===== src/rtl/memory_pkg.sv =====
// Shared definitions for memory_bank: FSM encodings and the legal read-latency range.
package memory_pkg;

  typedef enum logic [0:0] {
    ST_INIT  = 1'b0,
    ST_READY = 1'b1
  } state_t;

  localparam int RD_LAT_MIN = 1;
  localparam int RD_LAT_MAX = 2;

endpackage


===== src/rtl/mem_array.sv =====
// Single-port-write / single-port-read storage with byte enables and a registered,
// read-before-write output; collision handling is done by the caller.
module mem_array #(
  parameter int AWIDTH = 5,
  parameter int DWIDTH = 8
) (
  input  logic                clk,
  input  logic                wr_en,
  input  logic [AWIDTH-1:0]   wr_addr,
  input  logic [DWIDTH-1:0]   wr_data,
  input  logic [DWIDTH/8-1:0] wr_be,
  input  logic                rd_en,
  input  logic [AWIDTH-1:0]   rd_addr,
  output logic [DWIDTH-1:0]   rd_data
);

  localparam int DEPTH = 1 << AWIDTH;
  localparam int NB    = DWIDTH / 8;

  logic [DWIDTH-1:0] mem [DEPTH];

  // NOTE: the array has no reset branch so it maps onto RAM primitives; the
  // owner's clear sequence zeroes it instead.
  always_ff @(posedge clk) begin
    if (wr_en) begin
      for (int i = 0; i < NB; i++) begin
        if (wr_be[i]) mem[wr_addr][8*i +: 8] <= wr_data[8*i +: 8];
      end
    end
    if (rd_en) rd_data <= mem[rd_addr];
  end

endmodule


===== src/rtl/memory_bank.sv =====
// Byte-enabled memory bank: power-on clear FSM, write-first collision merge and a
// 1- or 2-cycle read pipeline around mem_array.
module memory_bank
  import memory_pkg::*;
#(
  parameter int AWIDTH     = 5,
  parameter int DWIDTH     = 8,
  parameter int RD_LATENCY = 1
) (
  input  logic                clk,
  input  logic                rst,
  input  logic                wr_en,
  input  logic [AWIDTH-1:0]   wr_addr,
  input  logic [DWIDTH-1:0]   wr_data,
  input  logic [DWIDTH/8-1:0] wr_be,
  input  logic                rd_en,
  input  logic [AWIDTH-1:0]   rd_addr,
  output logic [DWIDTH-1:0]   rd_data,
  output logic                rd_valid,
  output logic                busy
);

  localparam int DEPTH = 1 << AWIDTH;
  localparam int NB    = DWIDTH / 8;

  if ((DWIDTH % 8) != 0 || RD_LATENCY < RD_LAT_MIN || RD_LATENCY > RD_LAT_MAX) begin : g_bad_param
    $error("memory_bank: DWIDTH must be a multiple of 8 and RD_LATENCY must be 1 or 2");
  end

  state_t            state, state_next;
  logic [AWIDTH:0]   cnt, cnt_next;

  // NOTE: state registers use non-blocking assignments; the combinational
  // next-state block below uses blocking ones.
  always_ff @(posedge clk) begin
    if (rst) begin
      state <= ST_INIT;
      cnt   <= '0;
    end else begin
      state <= state_next;
      cnt   <= cnt_next;
    end
  end

  // NOTE: every output of this block gets a default first, so no path can infer a latch.
  always_comb begin
    state_next = state;
    cnt_next   = cnt;
    if (state == ST_INIT) begin
      cnt_next = cnt + (AWIDTH + 1)'(1);
      if (cnt == (AWIDTH + 1)'(DEPTH - 1)) state_next = ST_READY;
    end
  end

  assign busy = (state == ST_INIT);

  logic acc_rd, acc_wr;
  assign acc_rd = rd_en & ~busy & ~rst;
  assign acc_wr = wr_en & ~busy & ~rst;

  // During the clear the write port is taken over by the counter.
  logic                arr_wr_en;
  logic [AWIDTH-1:0]   arr_wr_addr;
  logic [DWIDTH-1:0]   arr_wr_data;
  logic [NB-1:0]       arr_wr_be;
  logic [DWIDTH-1:0]   arr_rd_data;

  assign arr_wr_en   = busy | acc_wr;
  assign arr_wr_addr = busy ? cnt[AWIDTH-1:0] : wr_addr;
  assign arr_wr_data = busy ? '0 : wr_data;
  assign arr_wr_be   = busy ? '1 : wr_be;

  mem_array #(.AWIDTH(AWIDTH), .DWIDTH(DWIDTH)) u_mem_array (
    .clk     (clk),
    .wr_en   (arr_wr_en),
    .wr_addr (arr_wr_addr),
    .wr_data (arr_wr_data),
    .wr_be   (arr_wr_be),
    .rd_en   (acc_rd),
    .rd_addr (rd_addr),
    .rd_data (arr_rd_data)
  );

  // The array returns pre-write contents, so a same-address write is captured
  // here and overlaid on the enabled bytes to give write-first behaviour.
  logic              v1;
  logic              col_q;
  logic [DWIDTH-1:0] col_data_q;
  logic [NB-1:0]     col_be_q;
  logic [DWIDTH-1:0] merged;

  always_ff @(posedge clk) begin
    if (rst) v1 <= 1'b0;
    else     v1 <= acc_rd;
    col_q      <= acc_rd & acc_wr & (wr_addr == rd_addr);
    col_data_q <= wr_data;
    col_be_q   <= wr_be;
  end

  always_comb begin
    merged = arr_rd_data;
    if (col_q) begin
      for (int i = 0; i < NB; i++) begin
        if (col_be_q[i]) merged[8*i +: 8] = col_data_q[8*i +: 8];
      end
    end
  end

  logic              out_v;
  logic [DWIDTH-1:0] out_d;

  if (RD_LATENCY == 2) begin : g_lat2
    logic              v2;
    logic [DWIDTH-1:0] d2;
    always_ff @(posedge clk) begin
      if (rst) v2 <= 1'b0;
      else     v2 <= v1;
      if (v1) d2 <= merged;
    end
    assign out_v = v2;
    assign out_d = d2;
  end else begin : g_lat1
    assign out_v = v1;
    assign out_d = merged;
  end

  always_ff @(posedge clk) begin
    if (rst) begin
      rd_valid <= 1'b0;
      rd_data  <= '0;
    end else begin
      rd_valid <= out_v;
      if (out_v) rd_data <= out_d;
    end
  end

endmodule


===== config.mk =====
export PLATFORM = sky130hd
export DESIGN_NAME = memory_bank
export DESIGN_NICKNAME = d
export VERILOG_FILES = /design/src/rtl/memory_pkg.sv /design/src/rtl/mem_array.sv /design/src/rtl/memory_bank.sv
export SDC_FILE = /design/constraint.sdc
export NUM_CORES = 1
export LEC_CHECK = 0
export ABC_AREA = 0
export ABC_CLOCK_PERIOD_IN_PS = 3000
export CAP_MARGIN = 20
export CORE_MARGIN = 3
export CORE_UTILIZATION = 35
export CTS_CLUSTER_SIZE = 24
export DETAILED_ROUTE_END_ITERATION = 8
export GPL_TIMING_DRIVEN = 0
export SLEW_MARGIN = 20
export SYNTH_ARGS = -nofsm -noshare
export SYNTH_HDL_FRONTEND = slang
export SYNTH_SLANG_ARGS = --single-unit

===== constraint.sdc =====
create_clock -name clk -period 3 [get_ports clk]
set_clock_uncertainty 0.15 [all_clocks]
set_input_delay 0.3 -clock clk [delete_from_list [all_inputs] [get_ports clk]]
set_output_delay 0.3 -clock clk [all_outputs]
set_load 0.005 [all_outputs]

# [After elaboration in Yosys (flattened, before gate mapping)]
# Memory sizes are Yosys's and may differ from the RTL's. A register that Yosys moved wholly into a read port is not among the register bits.
# Cells that the tools add are included.
[totals] reg_bits=27 ramBits=256 in_bits=23 mem_count=1
[op_classes] add_sub_neg=1 eq_ne=2 muxes=10 bitwise_logic=9
[mem_list] name="u_mem_array.mem" depth=32 width=8 rd=1 rd_ports_with_merged_regs=1 wr=1 line="mem_array.sv:20" text="logic [DWIDTH-1:0] mem [DEPTH];"
[ops] cell="$mux 8" count=3
[ops] cell="$add 6x1->6 const B" count=1
[ops] cell="$and 1x1->1" count=6
[ops] cell="$eq 6x5->1 const B" count=1
[ops] cell="$mux 1" count=6
[ops] cell="$eq 5x5->1" count=1
[ops] cell="$mux 5" count=1
[ops] cell="$not 1->1" count=2
[ops] cell="$or 1x1->1" count=1

# [Depth between registers and ports, before layout]
# Gate-level depths: netlist (run 1).
[depth] depth_word=5 ltp_mapped=5

# [Hierarchy]
# Synthesis (run 1) repeated with hierarchy kept, for this count alone.
[hier_totals] hier_cells=535 hier_area_um2=11230.8
[modules_own_cells] module="mem_array" n_inst=1 cells_each=418 area_each_um2=10138.5 seq_area_each_um2=7927.6
[modules_own_cells] module="memory_bank" n_inst=1 cells_each=117 area_each_um2=1092.3 seq_area_each_um2=540.5

# [Least setup slack after synthesis (run 1)]
# Ideal clock, no wire load.
[synth_timing] kind="reg2reg" start="register state" end="memory u_mem_array.mem[1][0] (enable)" setup_ps=383 t_arrival_ps=1935 slack_ps=531 path_stages_with_launch=6 path_buffers=2 period_less_slack_ps=2469 path_cell_list="dfxtp_1 > clkbuf_1 > clkbuf_1 > mux2i_1 > o21ai_0 > nor3_1"
[synth_via] elab_chain_cells=5 word_cells_on_any_way=9 cone_classes="mux (5); bitwise (4)"
[synth_rtl] element="from (decl)" line="memory_bank.sv:30" text="state_t state, state_next;"
[synth_rtl] element="from (signal assigned)" line="memory_bank.sv:40" text="state <= state_next;"
[synth_rtl] element="$and 1x1->1 (2 in series)" line="memory_bank.sv:59" text="assign acc_wr = wr_en & ~busy & ~rst;"
[synth_rtl] element="$or 1x1->1" line="memory_bank.sv:68" text="assign arr_wr_en = busy | acc_wr;"
[synth_rtl] element="$mux 1" line="mem_array.sv:25" text="if (wr_en) begin"
[synth_rtl] element="$mux 1 (not written as such)" line="mem_array.sv:27" text="if (wr_be[i]) mem[wr_addr][8*i +: 8] <= wr_data[8*i +: 8];"
[synth_rtl] element="to (decl)" line="mem_array.sv:20"
# Parallel ways exist; a longest one is shown, timed or not.

# [Worst setup path after layout (run 1)]
[layout_timing] start="register state" end="memory u_mem_array.mem[12][7] (enable)"
# Same word-level chain as after synthesis.

==> flow_summary.html, run 1 <==
<table>
<tr><th>Metric</th><th>Value</th></tr>
<tr><th colspan="2">Outcome</th></tr>
<tr><td>Run status</td><td>finished with violations</td></tr>
<tr><td>Violated checks</td><td>setup timing</td></tr>
<tr><th colspan="2">Yosys</th></tr>
<tr><td>Flop and latch count out of synthesis</td><td>291</td></tr>
<tr><td>Library cell occupying the most area in the post-synthesis netlist</td><td>sky130_fd_sc_hd__edfxtp_1</td></tr>
<tr><td>Nets in the synthesized netlist</td><td>567</td></tr>
<tr><td>Most frequent cells after synthesis</td><td>sky130_fd_sc_hd__edfxtp_1, sky130_fd_sc_hd__mux4_2, sky130_fd_sc_hd__nor2_1</td></tr>
<tr><td>Syn_area_per_cell</td><td>20.77 sq um</td></tr>
<tr><td>Syn Inst Count</td><td>543</td></tr>
<tr><td>Main flop type after synthesis</td><td>sky130_fd_sc_hd__edfxtp_1</td></tr>
<tr><td>Post-synth EDFFs</td><td>264</td></tr>
<tr><td>Netlist area before placement</td><td>11280 sq um</td></tr>
<tr><td>Most common cell in the synthesized netlist</td><td>sky130_fd_sc_hd__edfxtp_1</td></tr>
<tr><td>Top cell type's share of synthesized area</td><td>0.7028</td></tr>
<tr><td>Ys Warns</td><td>0</td></tr>
<tr><td>Number of library cell types mapped by synthesis</td><td>34</td></tr>
<tr><td>Async set or reset register ratio after synthesis</td><td>0</td></tr>
<tr><td>Leading post-synthesis cells by cell area</td><td>sky130_fd_sc_hd__edfxtp_1, sky130_fd_sc_hd__mux4_2, sky130_fd_sc_hd__dfxtp_1, sky130_fd_sc_hd__mux2_2, sky130_fd_sc_hd__nor2_1</td></tr>
<tr><td>Part of the Yosys area used for sequential elements</td><td>0.7507</td></tr>
<tr><th colspan="2">GRT</th></tr>
<tr><td>Initial antenna violation count</td><td>0</td></tr>
<tr><td>First-pass GRT wire length</td><td>36310 um</td></tr>
<tr><td>Global-route total usage across every layer</td><td>0.1451</td></tr>
<tr><td>Vias in the first global route</td><td>5595</td></tr>
<tr><td>Sum of overflow across all layers after global routing</td><td>0</td></tr>
<tr><td>Largest net degree at the start of global routing</td><td>33</td></tr>
<tr><th colspan="2">STA</th></tr>
<tr><td>Worst-case setup margin in the final layout</td><td>-0.1131 ns</td></tr>
<tr><td>Total count of hold-check failures in the final report</td><td>0</td></tr>
<tr><td>Rel. slew slack</td><td>0.05114</td></tr>
<tr><td>Worst slew pin tran</td><td>1.408 ns</td></tr>
<tr><td>RSZ-0062 raised after global routing</td><td>yes</td></tr>
<tr><td>Final setup violating endpoints</td><td>139</td></tr>
<tr><td>Final Slew Violations</td><td>0</td></tr>
<tr><td>Clock period minus worst slack</td><td>3.113 ns</td></tr>
<tr><td>Worst Hold Slack</td><td>0.07461 ns</td></tr>
<tr><td>Final Cycle Share</td><td>1.038</td></tr>
<tr><td>Fmax</td><td>321.2 MHz</td></tr>
<tr><th colspan="2">CTS</th></tr>
<tr><td>Clk slew on worst S/H paths</td><td>0.06 ns</td></tr>
<tr><td>Clock Latency Late Sink</td><td>0.55 ns</td></tr>
<tr><td># H-tree levels</td><td>1</td></tr>
<tr><td>Clock sink total</td><td>291</td></tr>
<tr><td>Clock tree from TritonCTS</td><td>done</td></tr>
<tr><td>Largest buffer count on any clock path</td><td>3</td></tr>
<tr><td>Clock tree root buffer cell</td><td>sky130_fd_sc_hd__clkbuf_16</td></tr>
<tr><td>Number of buffers created by CTS</td><td>29</td></tr>
<tr><th colspan="2">Placed design</th></tr>
<tr><td>Detailed placer's ending HPWL</td><td>16380 um</td></tr>
<tr><td>Final estimated routing congestion in global placement</td><td>0.8118</td></tr>
<tr><td>Port Buf Inserts</td><td>26</td></tr>
<tr><th colspan="2">Route</th></tr>
<tr><td>Number of iterations in the first detailed-routing pass</td><td>5</td></tr>
<tr><td>Iteration-0 DRC Markers</td><td>505</td></tr>
<tr><td>Post-detailed-route wirelength per cell</td><td>24.13 um</td></tr>
<tr><td>DRC violation count after routing</td><td>0</td></tr>
<tr><td>Antenna-violating nets left</td><td>0</td></tr>
<tr><td>Detailed-route via count</td><td>5424</td></tr>
<tr><td>Wire length after detailed routing</td><td>24900 um</td></tr>
<tr><td>Vias per cell</td><td>5.256</td></tr>
<tr><th colspan="2">Setup path</th></tr>
<tr><td>Delay of the slowest cell on the worst path</td><td>0.60 ns</td></tr>
<tr><td>CP Max Fanout</td><td>10</td></tr>
<tr><td>Startpoint class of the critical path</td><td>flip-flop</td></tr>
<tr><td>Arr. time, crit path</td><td>3.15 ns</td></tr>
<tr><td>Required time of the critical path</td><td>3.04 ns</td></tr>
<tr><td>Type of element capturing the critical path</td><td>flip-flop</td></tr>
<tr><td>Cell with the biggest individual delay on the critical path</td><td>sky130_fd_sc_hd__nor2_2</td></tr>
<tr><td>Top cell by count, worst path</td><td>sky130_fd_sc_hd__clkbuf_1</td></tr>
<tr><td>Startpoint-to-endpoint class of the critical path</td><td>flip-flop to flip-flop</td></tr>
<tr><td>Cells along the critical path</td><td>clkbuf_1 &gt; clkbuf_1 &gt; mux2i_1 &gt; o21ai_0 &gt; nor2_2</td></tr>
<tr><td>Bufs and invs on worst path</td><td>2</td></tr>
<tr><td>Top delay family on crit path</td><td>buffers and inverters</td></tr>
<tr><th colspan="2">Power and ir drop</th></tr>
<tr><td>Part of the power in combinational logic</td><td>0.051</td></tr>
<tr><td>Total power</td><td>8.128 mW</td></tr>
<tr><td>Max IR drop VDD</td><td>0.3822 mV</td></tr>
<tr><td>Clk pwr share</td><td>0.404</td></tr>
<tr><td>Power Density</td><td>618.2 nW/um^2</td></tr>
<tr><td>Int Power</td><td>6.428 mW</td></tr>
<tr><td>Static leakage</td><td>3.963 nW</td></tr>
<tr><td>Net load switching power</td><td>1.700 mW</td></tr>
<tr><td>Part of the total power dissipated in sequential elements</td><td>0.545</td></tr>
<tr><td>Switching part of the total</td><td>0.2092</td></tr>
<tr><th colspan="2">Hold path</th></tr>
<tr><td>Path type of the worst min-delay path</td><td>input pin to flip-flop</td></tr>
<tr><th colspan="2">Floorplanning</th></tr>
<tr><td>Die Span Y</td><td>185.5 um</td></tr>
<tr><td>Die area</td><td>34420 sq um</td></tr>
<tr><td>Number of top-level pins</td><td>33</td></tr>
<tr><td>Chip Width</td><td>185.5 um</td></tr>
<tr><td>Number of rows created at floorplan</td><td>65</td></tr>
<tr><td>Starting utilization of the core area</td><td>0.3566</td></tr>
<tr><td>Placeable core area</td><td>31640 sq um</td></tr>
<tr><th colspan="2">Cells and area</th></tr>
<tr><td>Fraction of layout cells with a size suffix above 1</td><td>0.2889</td></tr>
<tr><td>Area overhead of the layout relative to synthesis</td><td>16.54%</td></tr>
<tr><td>Layout Nets</td><td>631</td></tr>
<tr><td>Antenna Cells</td><td>0</td></tr>
<tr><th colspan="2">Run</th></tr>
<tr><td>Max Cap Violations</td><td>0</td></tr>
</table>
[state kept, by name, summed over array words and instances (netlist names)]
| signal | count |
|---|---|
| state | 1 |
| rd_data | 8 |
| col_q | 1 |
| col_be_q | 1 |
| u_mem_array.mem | 256 |
| out_v | 1 |
| col_data_q | 8 |
| cnt | 6 |
| rd_valid | 1 |
| u_mem_array.rd_data | 8 |
[cells in the final DEF (no fill, tap or decap), types with 3 or more instances in the layout]
master,netlist,final
sky130_fd_sc_hd__a21oi_1,3,3
sky130_fd_sc_hd__a311oi_1,8,8
sky130_fd_sc_hd__and2_1,10,3
sky130_fd_sc_hd__and2_2,0,7
sky130_fd_sc_hd__and3b_1,3,3
sky130_fd_sc_hd__buf_2,3,3
sky130_fd_sc_hd__buf_4,5,8
sky130_fd_sc_hd__clkbuf_1,20,29
sky130_fd_sc_hd__clkbuf_16,0,29
sky130_fd_sc_hd__clkdlybuf4s50_1,0,26
sky130_fd_sc_hd__clkinv_1,0,5
sky130_fd_sc_hd__clkinv_2,0,8
sky130_fd_sc_hd__dfxtp_1,27,27
sky130_fd_sc_hd__edfxtp_1,264,264
sky130_fd_sc_hd__mux2_2,10,10
sky130_fd_sc_hd__mux4_2,80,80
sky130_fd_sc_hd__nand2_1,10,10
sky130_fd_sc_hd__nand3_1,9,9
sky130_fd_sc_hd__nor2_1,28,16
sky130_fd_sc_hd__nor2_2,0,11
sky130_fd_sc_hd__nor2b_1,5,5
sky130_fd_sc_hd__nor3_2,0,12
sky130_fd_sc_hd__nor3_4,0,4
sky130_fd_sc_hd__nor3b_1,3,3
sky130_fd_sc_hd__o21ai_0,10,8
sky130_fd_sc_hd__xnor2_1,4,4
sky130_fd_sc_hd__xor2_1,3,3
[layer usage]
| metal | global-route usage | wire (um) | share of wire | vias up |
|---|---|---|---|---|
| li1 | - | - | - | 2372 |
| met1 | 0.2000 | 10850 | 0.44 | 2856 |
| met2 | 0.2374 | 11940 | 0.48 | 167 |
| met3 | 0.02599 | 1571 | 0.063 | 29 |
| met4 | 0.04528 | 544 | 0.022 | 0 |
| met5 | 0 | 0 | 0 | - |
[path summary, 6_finish.rpt]
kind / from / endpoint / slack [ns] / cells past startpoint
setup / recovery: state / u_mem_array.mem[12][7] / -0.11 / 5
hold / removal: wr_data[3] / col_data_q[3] / 0.07 / 1
setup reg to reg: state / u_mem_array.mem[12][7] / -0.11 / 5
hold reg to reg: col_data_q[4] / rd_data[4] / 0.33 / 2
[repair_timing]
action / 4_1_cts / 5_1_grt
hold buffers: 1 / 0
setup endpoints to repair: 321 / 181
gates resized for setup: 17 / 10
setup buffers: 3 / 2
pin swaps: 2 / 2
hold endpoints to repair: 1 / 0
gates cloned: 0 / 0
[cells by family after synthesis]
family                   count (synthesis)  share of synthesized area
buffers and inverters                   32                    0.01331
AND/OR/NAND/NOR                         95                    0.04304
AO/OA/AOI/OAI                           24                    0.01409
flip-flops                             291                     0.7507
multiplexers                            93                     0.1724
adder cells (fa/ha/maj)                  1                   0.001109
XOR/XNOR                                 7                   0.005435
[area by class of cell]
class	instances	area, sq um
Fill cell	2708	18490
Inverter	1	3.754
Timing Repair Buffer	33	347.8
Multi-Input combinational cell	220	2823
Sequential cell	291	8468
Buffer	31	146.4
Clock inverter	14	67.56
Clock buffer	40	787.0
Tap cell	402	503.0
[per-stage QoR]
step	cell area, sq um	utilization	TNS (ns)	cells	setup slack (ns)
after global placement	12040	0.3807	-70.35	971	-0.6914
after floorplan	11280	-	0	543	0.5314
after CTS	13070	0.4130	0	1030	0.004802
final	13150	0.4155	-4.094	1032	-0.1131
after detailed placement	12140	0.3838	-66.79	972	-0.6309
after global routing	13150	0.4155	-27.60	1032	-0.2180
[power groups by stage]
stage / combinational, mW / sequential, mW / clock, mW
global placement: 0.383 / 4.51 / 0
floorplan: 0.251 / 4.51 / 0
finish: 0.413 / 4.43 / 3.29
CTS: 0.412 / 4.43 / 3.34
global route: 0.438 / 4.43 / 3.48
detailed placement: 0.399 / 4.52 / 0
Note: power is estimated with default switching activity, not from simulation.
==> run 2: changes to the inputs <==
--- a/config.mk
+++ b/config.mk
@@ -17,3 +17,4 @@
 export SYNTH_ARGS = -nofsm -noshare
 export SYNTH_HDL_FRONTEND = slang
 export SYNTH_SLANG_ARGS = --single-unit
+export TNS_END_PERCENT = 100
==> results of run 2 <==
The final DEF is identical to that of run 1; final timing and power are the same.
==> run 3: changes to the inputs <==
--- a/config.mk
+++ b/config.mk
@@ -13,7 +13,6 @@
 export CTS_CLUSTER_SIZE = 24
 export DETAILED_ROUTE_END_ITERATION = 8
 export GPL_TIMING_DRIVEN = 0
-export SLEW_MARGIN = 20
 export SYNTH_ARGS = -nofsm -noshare
 export SYNTH_HDL_FRONTEND = slang
 export SYNTH_SLANG_ARGS = --single-unit
==> run 3 against run 2 <==
Net effect: the run still ends with setup timing left; maximum frequency rose by 3.2%; utilization barely moved; sequential power barely moved; setup slack improved by 0.096 ns; critical path type unchanged; largest cell class unchanged; largest power group unchanged.
==> flow_summary.html, run 3 (synthesis gave the netlist of run 1 again) <==
<table>
<tr><th>Metric</th><th>Value</th></tr>
<tr><th colspan="2">Route</th></tr>
<tr><td>Antenna-violating nets left</td><td>0 (unchanged)</td></tr>
<tr><td>Iteration-0 DRC Markers</td><td>612 (+21%)</td></tr>
<tr><td>Detailed-route via count</td><td>5525 (+1.9%)</td></tr>
<tr><td>Vias per cell</td><td>5.307 (+0.98%)</td></tr>
<tr><td>Wire length after detailed routing</td><td>24700 um (-0.82%)</td></tr>
<tr><td>DRC violation count after routing</td><td>0 (unchanged)</td></tr>
<tr><td>Number of iterations in the first detailed-routing pass</td><td>5 (unchanged)</td></tr>
<tr><td>Post-detailed-route wirelength per cell</td><td>23.73 um (-1.7%)</td></tr>
<tr><th colspan="2">Placed design</th></tr>
<tr><td>Placed cell count</td><td>987 (+1.5%)</td></tr>
<tr><td>Post-DP Area</td><td>12170 sq um (+0.21%)</td></tr>
<tr><td>Port Buf Inserts</td><td>26 (unchanged)</td></tr>
<tr><td>Detailed placer's ending HPWL</td><td>16740 um (+2.2%)</td></tr>
<tr><td>Final estimated routing congestion in global placement</td><td>0.8118 (unchanged)</td></tr>
<tr><th colspan="2">GRT</th></tr>
<tr><td>First-pass GRT wire length</td><td>36400 um (+0.23%)</td></tr>
<tr><td>Global-route total usage across every layer</td><td>0.1444 (-0.0006961)</td></tr>
<tr><td>Sum of overflow across all layers after global routing</td><td>0 (unchanged)</td></tr>
<tr><td>Largest net degree at the start of global routing</td><td>33 (unchanged)</td></tr>
<tr><td>Vias in the first global route</td><td>5694 (+1.8%)</td></tr>
<tr><td>Initial antenna violation count</td><td>0 (unchanged)</td></tr>
<tr><th colspan="2">Setup path</th></tr>
<tr><td>Worst R2R Setup Slack</td><td>-0.02 ns (+0.10 ns)</td></tr>
<tr><td>Arr. time, crit path</td><td>3.04 ns (-0.11 ns)</td></tr>
<tr><td>Type of element capturing the critical path</td><td>flip-flop</td></tr>
<tr><td>CP Max Fanout</td><td>10 (unchanged)</td></tr>
<tr><td>Crit. Startpoint</td><td>state</td></tr>
<tr><td>Worst R2R Path Depth</td><td>5 (unchanged)</td></tr>
<tr><td>Reg2reg end</td><td>u_mem_array.mem[9][4]</td></tr>
<tr><td>Startpoint-to-endpoint class of the critical path</td><td>flip-flop to flip-flop</td></tr>
<tr><td>Worst reg2reg startpoint</td><td>state</td></tr>
<tr><td>Crit path to</td><td>u_mem_array.mem[9][4]</td></tr>
<tr><td>Delay of the slowest cell on the worst path</td><td>0.66 ns (+0.06 ns)</td></tr>
<tr><td>Cell with the biggest individual delay on the critical path</td><td>sky130_fd_sc_hd__nor3_2</td></tr>
<tr><td>Startpoint class of the critical path</td><td>flip-flop</td></tr>
<tr><td>Cells along the critical path</td><td>clkbuf_1 &gt; buf_1 &gt; mux2i_1 &gt; o21ai_0 &gt; nor3_2</td></tr>
<tr><td>Required time of the critical path</td><td>3.02 ns (-0.02 ns)</td></tr>
<tr><th colspan="2">Cells and area</th></tr>
<tr><td>Total non-filler cell area in the finished layout</td><td>13140 sq um (about the same)</td></tr>
<tr><td>Max reg flops</td><td>256 (unchanged)</td></tr>
<tr><td>Area overhead of the layout relative to synthesis</td><td>16.48% (about the same)</td></tr>
<tr><td>Final cell count without fillers</td><td>1041 (+0.87%)</td></tr>
<tr><td>Layout Nets</td><td>648 (+2.7%)</td></tr>
<tr><td>Commonest non-fill, non-tap cells in the layout</td><td>sky130_fd_sc_hd__edfxtp_1, sky130_fd_sc_hd__mux4_2, sky130_fd_sc_hd__clkbuf_1, sky130_fd_sc_hd__clkbuf_16, sky130_fd_sc_hd__dfxtp_1</td></tr>
<tr><td>Register with the most flip-flops</td><td>u_mem_array.mem</td></tr>
<tr><td>Commonest non-fill, non-tap cell in the layout</td><td>sky130_fd_sc_hd__edfxtp_1</td></tr>
<tr><td>Fraction of layout cells with a size suffix above 1</td><td>0.2926 (+0.003756)</td></tr>
<tr><td>Antenna Cells</td><td>0 (unchanged)</td></tr>
<tr><th colspan="2">Power and ir drop</th></tr>
<tr><td>Static leakage</td><td>3.993 nW (+0.75%)</td></tr>
<tr><td>Switching part of the total</td><td>0.2047 (-0.004439)</td></tr>
<tr><td>Total power</td><td>7.997 mW (-1.6%)</td></tr>
<tr><td>Power Density</td><td>608.6 nW/um^2 (-1.6%)</td></tr>
<tr><td>Clk pwr share</td><td>0.395 (-0.009)</td></tr>
<tr><td>Part of the power in combinational logic</td><td>0.051 (about the same)</td></tr>
<tr><td>Part of the total power dissipated in sequential elements</td><td>0.554 (+0.009)</td></tr>
<tr><td>Max IR drop VDD</td><td>0.3107 mV (-19%)</td></tr>
<tr><td>Int Power</td><td>6.360 mW (-1.1%)</td></tr>
<tr><td>Net load switching power</td><td>1.637 mW (-3.7%)</td></tr>
<tr><th colspan="2">Run</th></tr>
<tr><td>Max Cap Violations</td><td>0 (unchanged)</td></tr>
<tr><th colspan="2">Hold path</th></tr>
<tr><td>Path type of the worst min-delay path</td><td>input pin to flip-flop</td></tr>
<tr><td>Start point of the worst min-delay path</td><td>wr_data[3]</td></tr>
<tr><th colspan="2">CTS</th></tr>
<tr><td># H-tree levels</td><td>1 (unchanged)</td></tr>
<tr><td>Clock Latency Late Sink</td><td>0.54 ns (about the same)</td></tr>
<tr><td>Clock sink total</td><td>291 (unchanged)</td></tr>
<tr><td>Clock tree root buffer cell</td><td>sky130_fd_sc_hd__clkbuf_16</td></tr>
<tr><td>Clock tree from TritonCTS</td><td>done</td></tr>
<tr><td>Largest buffer count on any clock path</td><td>3 (unchanged)</td></tr>
<tr><td>Number of buffers created by CTS</td><td>29 (unchanged)</td></tr>
<tr><td>Clk slew on worst S/H paths</td><td>0.06 ns (about the same)</td></tr>
<tr><th colspan="2">STA</th></tr>
<tr><td>Fmax</td><td>331.4 MHz (+3.2%)</td></tr>
<tr><td>Total count of hold-check failures in the final report</td><td>0 (unchanged)</td></tr>
<tr><td>Final setup TNS</td><td>-0.09926 ns (+3.994 ns)</td></tr>
<tr><td>Worst slew pin tran</td><td>1.084 ns (-0.3242 ns)</td></tr>
<tr><td>Final Cycle Share</td><td>1.006 (-0.03200)</td></tr>
<tr><td>Rel. slew slack</td><td>0.2696 (+0.2184)</td></tr>
<tr><td>Final Slew Violations</td><td>0 (unchanged)</td></tr>
<tr><td>Final setup violating endpoints</td><td>8 (-94%)</td></tr>
<tr><td>Worst Hold Slack</td><td>0.09788 ns (+0.02327 ns)</td></tr>
<tr><td>Worst-case setup margin in the final layout</td><td>-0.01712 ns (+0.09600 ns)</td></tr>
<tr><td>Clock period minus worst slack</td><td>3.017 ns (-0.09600 ns)</td></tr>
<tr><td>RSZ-0062 raised after global routing</td><td>yes</td></tr>
<tr><th colspan="2">Floorplanning</th></tr>
<tr><td>Number of rows created at floorplan</td><td>65 (unchanged)</td></tr>
<tr><td>Chip Width</td><td>185.5 um (unchanged)</td></tr>
<tr><td>Starting utilization of the core area</td><td>0.3566 (unchanged)</td></tr>
<tr><td>Placeable core area</td><td>31640 sq um (unchanged)</td></tr>
<tr><td>Number of top-level pins</td><td>33 (unchanged)</td></tr>
<tr><td>Die area</td><td>34420 sq um (unchanged)</td></tr>
<tr><td>Die Span Y</td><td>185.5 um (unchanged)</td></tr>
<tr><th colspan="2">Outcome</th></tr>
<tr><td>Violated checks</td><td>setup timing</td></tr>
<tr><td>Run status</td><td>finished with violations</td></tr>
</table>
==> run 3: worst min path at each step <==
stage                               end  slack [ns]  cells past startpoint
after floorplan                col_be_q        0.18                      0
after global placement       rd_data[6]        0.32                      2
after detailed placement     rd_data[6]        0.33                      2
after CTS                 col_data_q[6]        0.08                      1
after global routing      col_data_q[3]        0.09                      1
final                     col_data_q[3]         0.1                      1
==> run 3: per-stage QoR <==
step	setup slack, ns	util
6_report	-0.01712	0.4153
4_1_cts	0.02407	0.4127
2_1_floorplan	0.5314	-
3_3_place_gp	-0.6914	0.3807
3_5_place_dp	-0.7830	0.3846
5_1_grt	-0.1511	0.4153
==> run 3: what timing repair did <==
item	CTS	global route
setup buffers	2	5
pin swaps	2	2
setup endpoints to repair	346	122
hold endpoints to repair	1	0
hold buffers	1	0
gates resized for setup	22	13
==> run 3: area by class of cell <==
class / instances / area, sq um
Fill cell: 2700 / 18500
Sequential cell: 291 / 8468
Multi-Input combinational cell: 220 / 2771
Clock buffer: 39 / 763.2
Tap cell: 402 / 503.0
Timing Repair Buffer: 50 / 445.4
Buffer: 31 / 146.4
Clock inverter: 7 / 38.79
Inverter: 1 / 3.754
==> run 3: metal layers <==
metal | up-vias | routed length [um] | GRT usage
li1 | 2402 | - | -
met1 | 2891 | 10570 | 0.1995
met2 | 192 | 11740 | 0.2333
met3 | 40 | 1779 | 0.02970
met4 | 0 | 612 | 0.04438
met5 | - | 0 | 0
==> run 3: power by group through the flow <==
stage / clock [mW] / sequential (mW) / combinational (mW)
2_1_floorplan: 0 / 4.51 / 0.251
4_1_cts: 3.21 / 4.43 / 0.407
3_3_place_gp: 0 / 4.51 / 0.383
5_1_grt: 3.37 / 4.43 / 0.431
3_5_place_dp: 0 / 4.52 / 0.392
6_report: 3.16 / 4.43 / 0.407
==> run 3: critical path, delay by kind of cell (launching register included) <==
family                 cells  cell delay, ns
multiplexers               1            0.36
flip-flops                 1            0.32
buffers and inverters      2            0.78
AO/OA/AOI/OAI              1            0.37
AND/OR/NAND/NOR            1            0.66
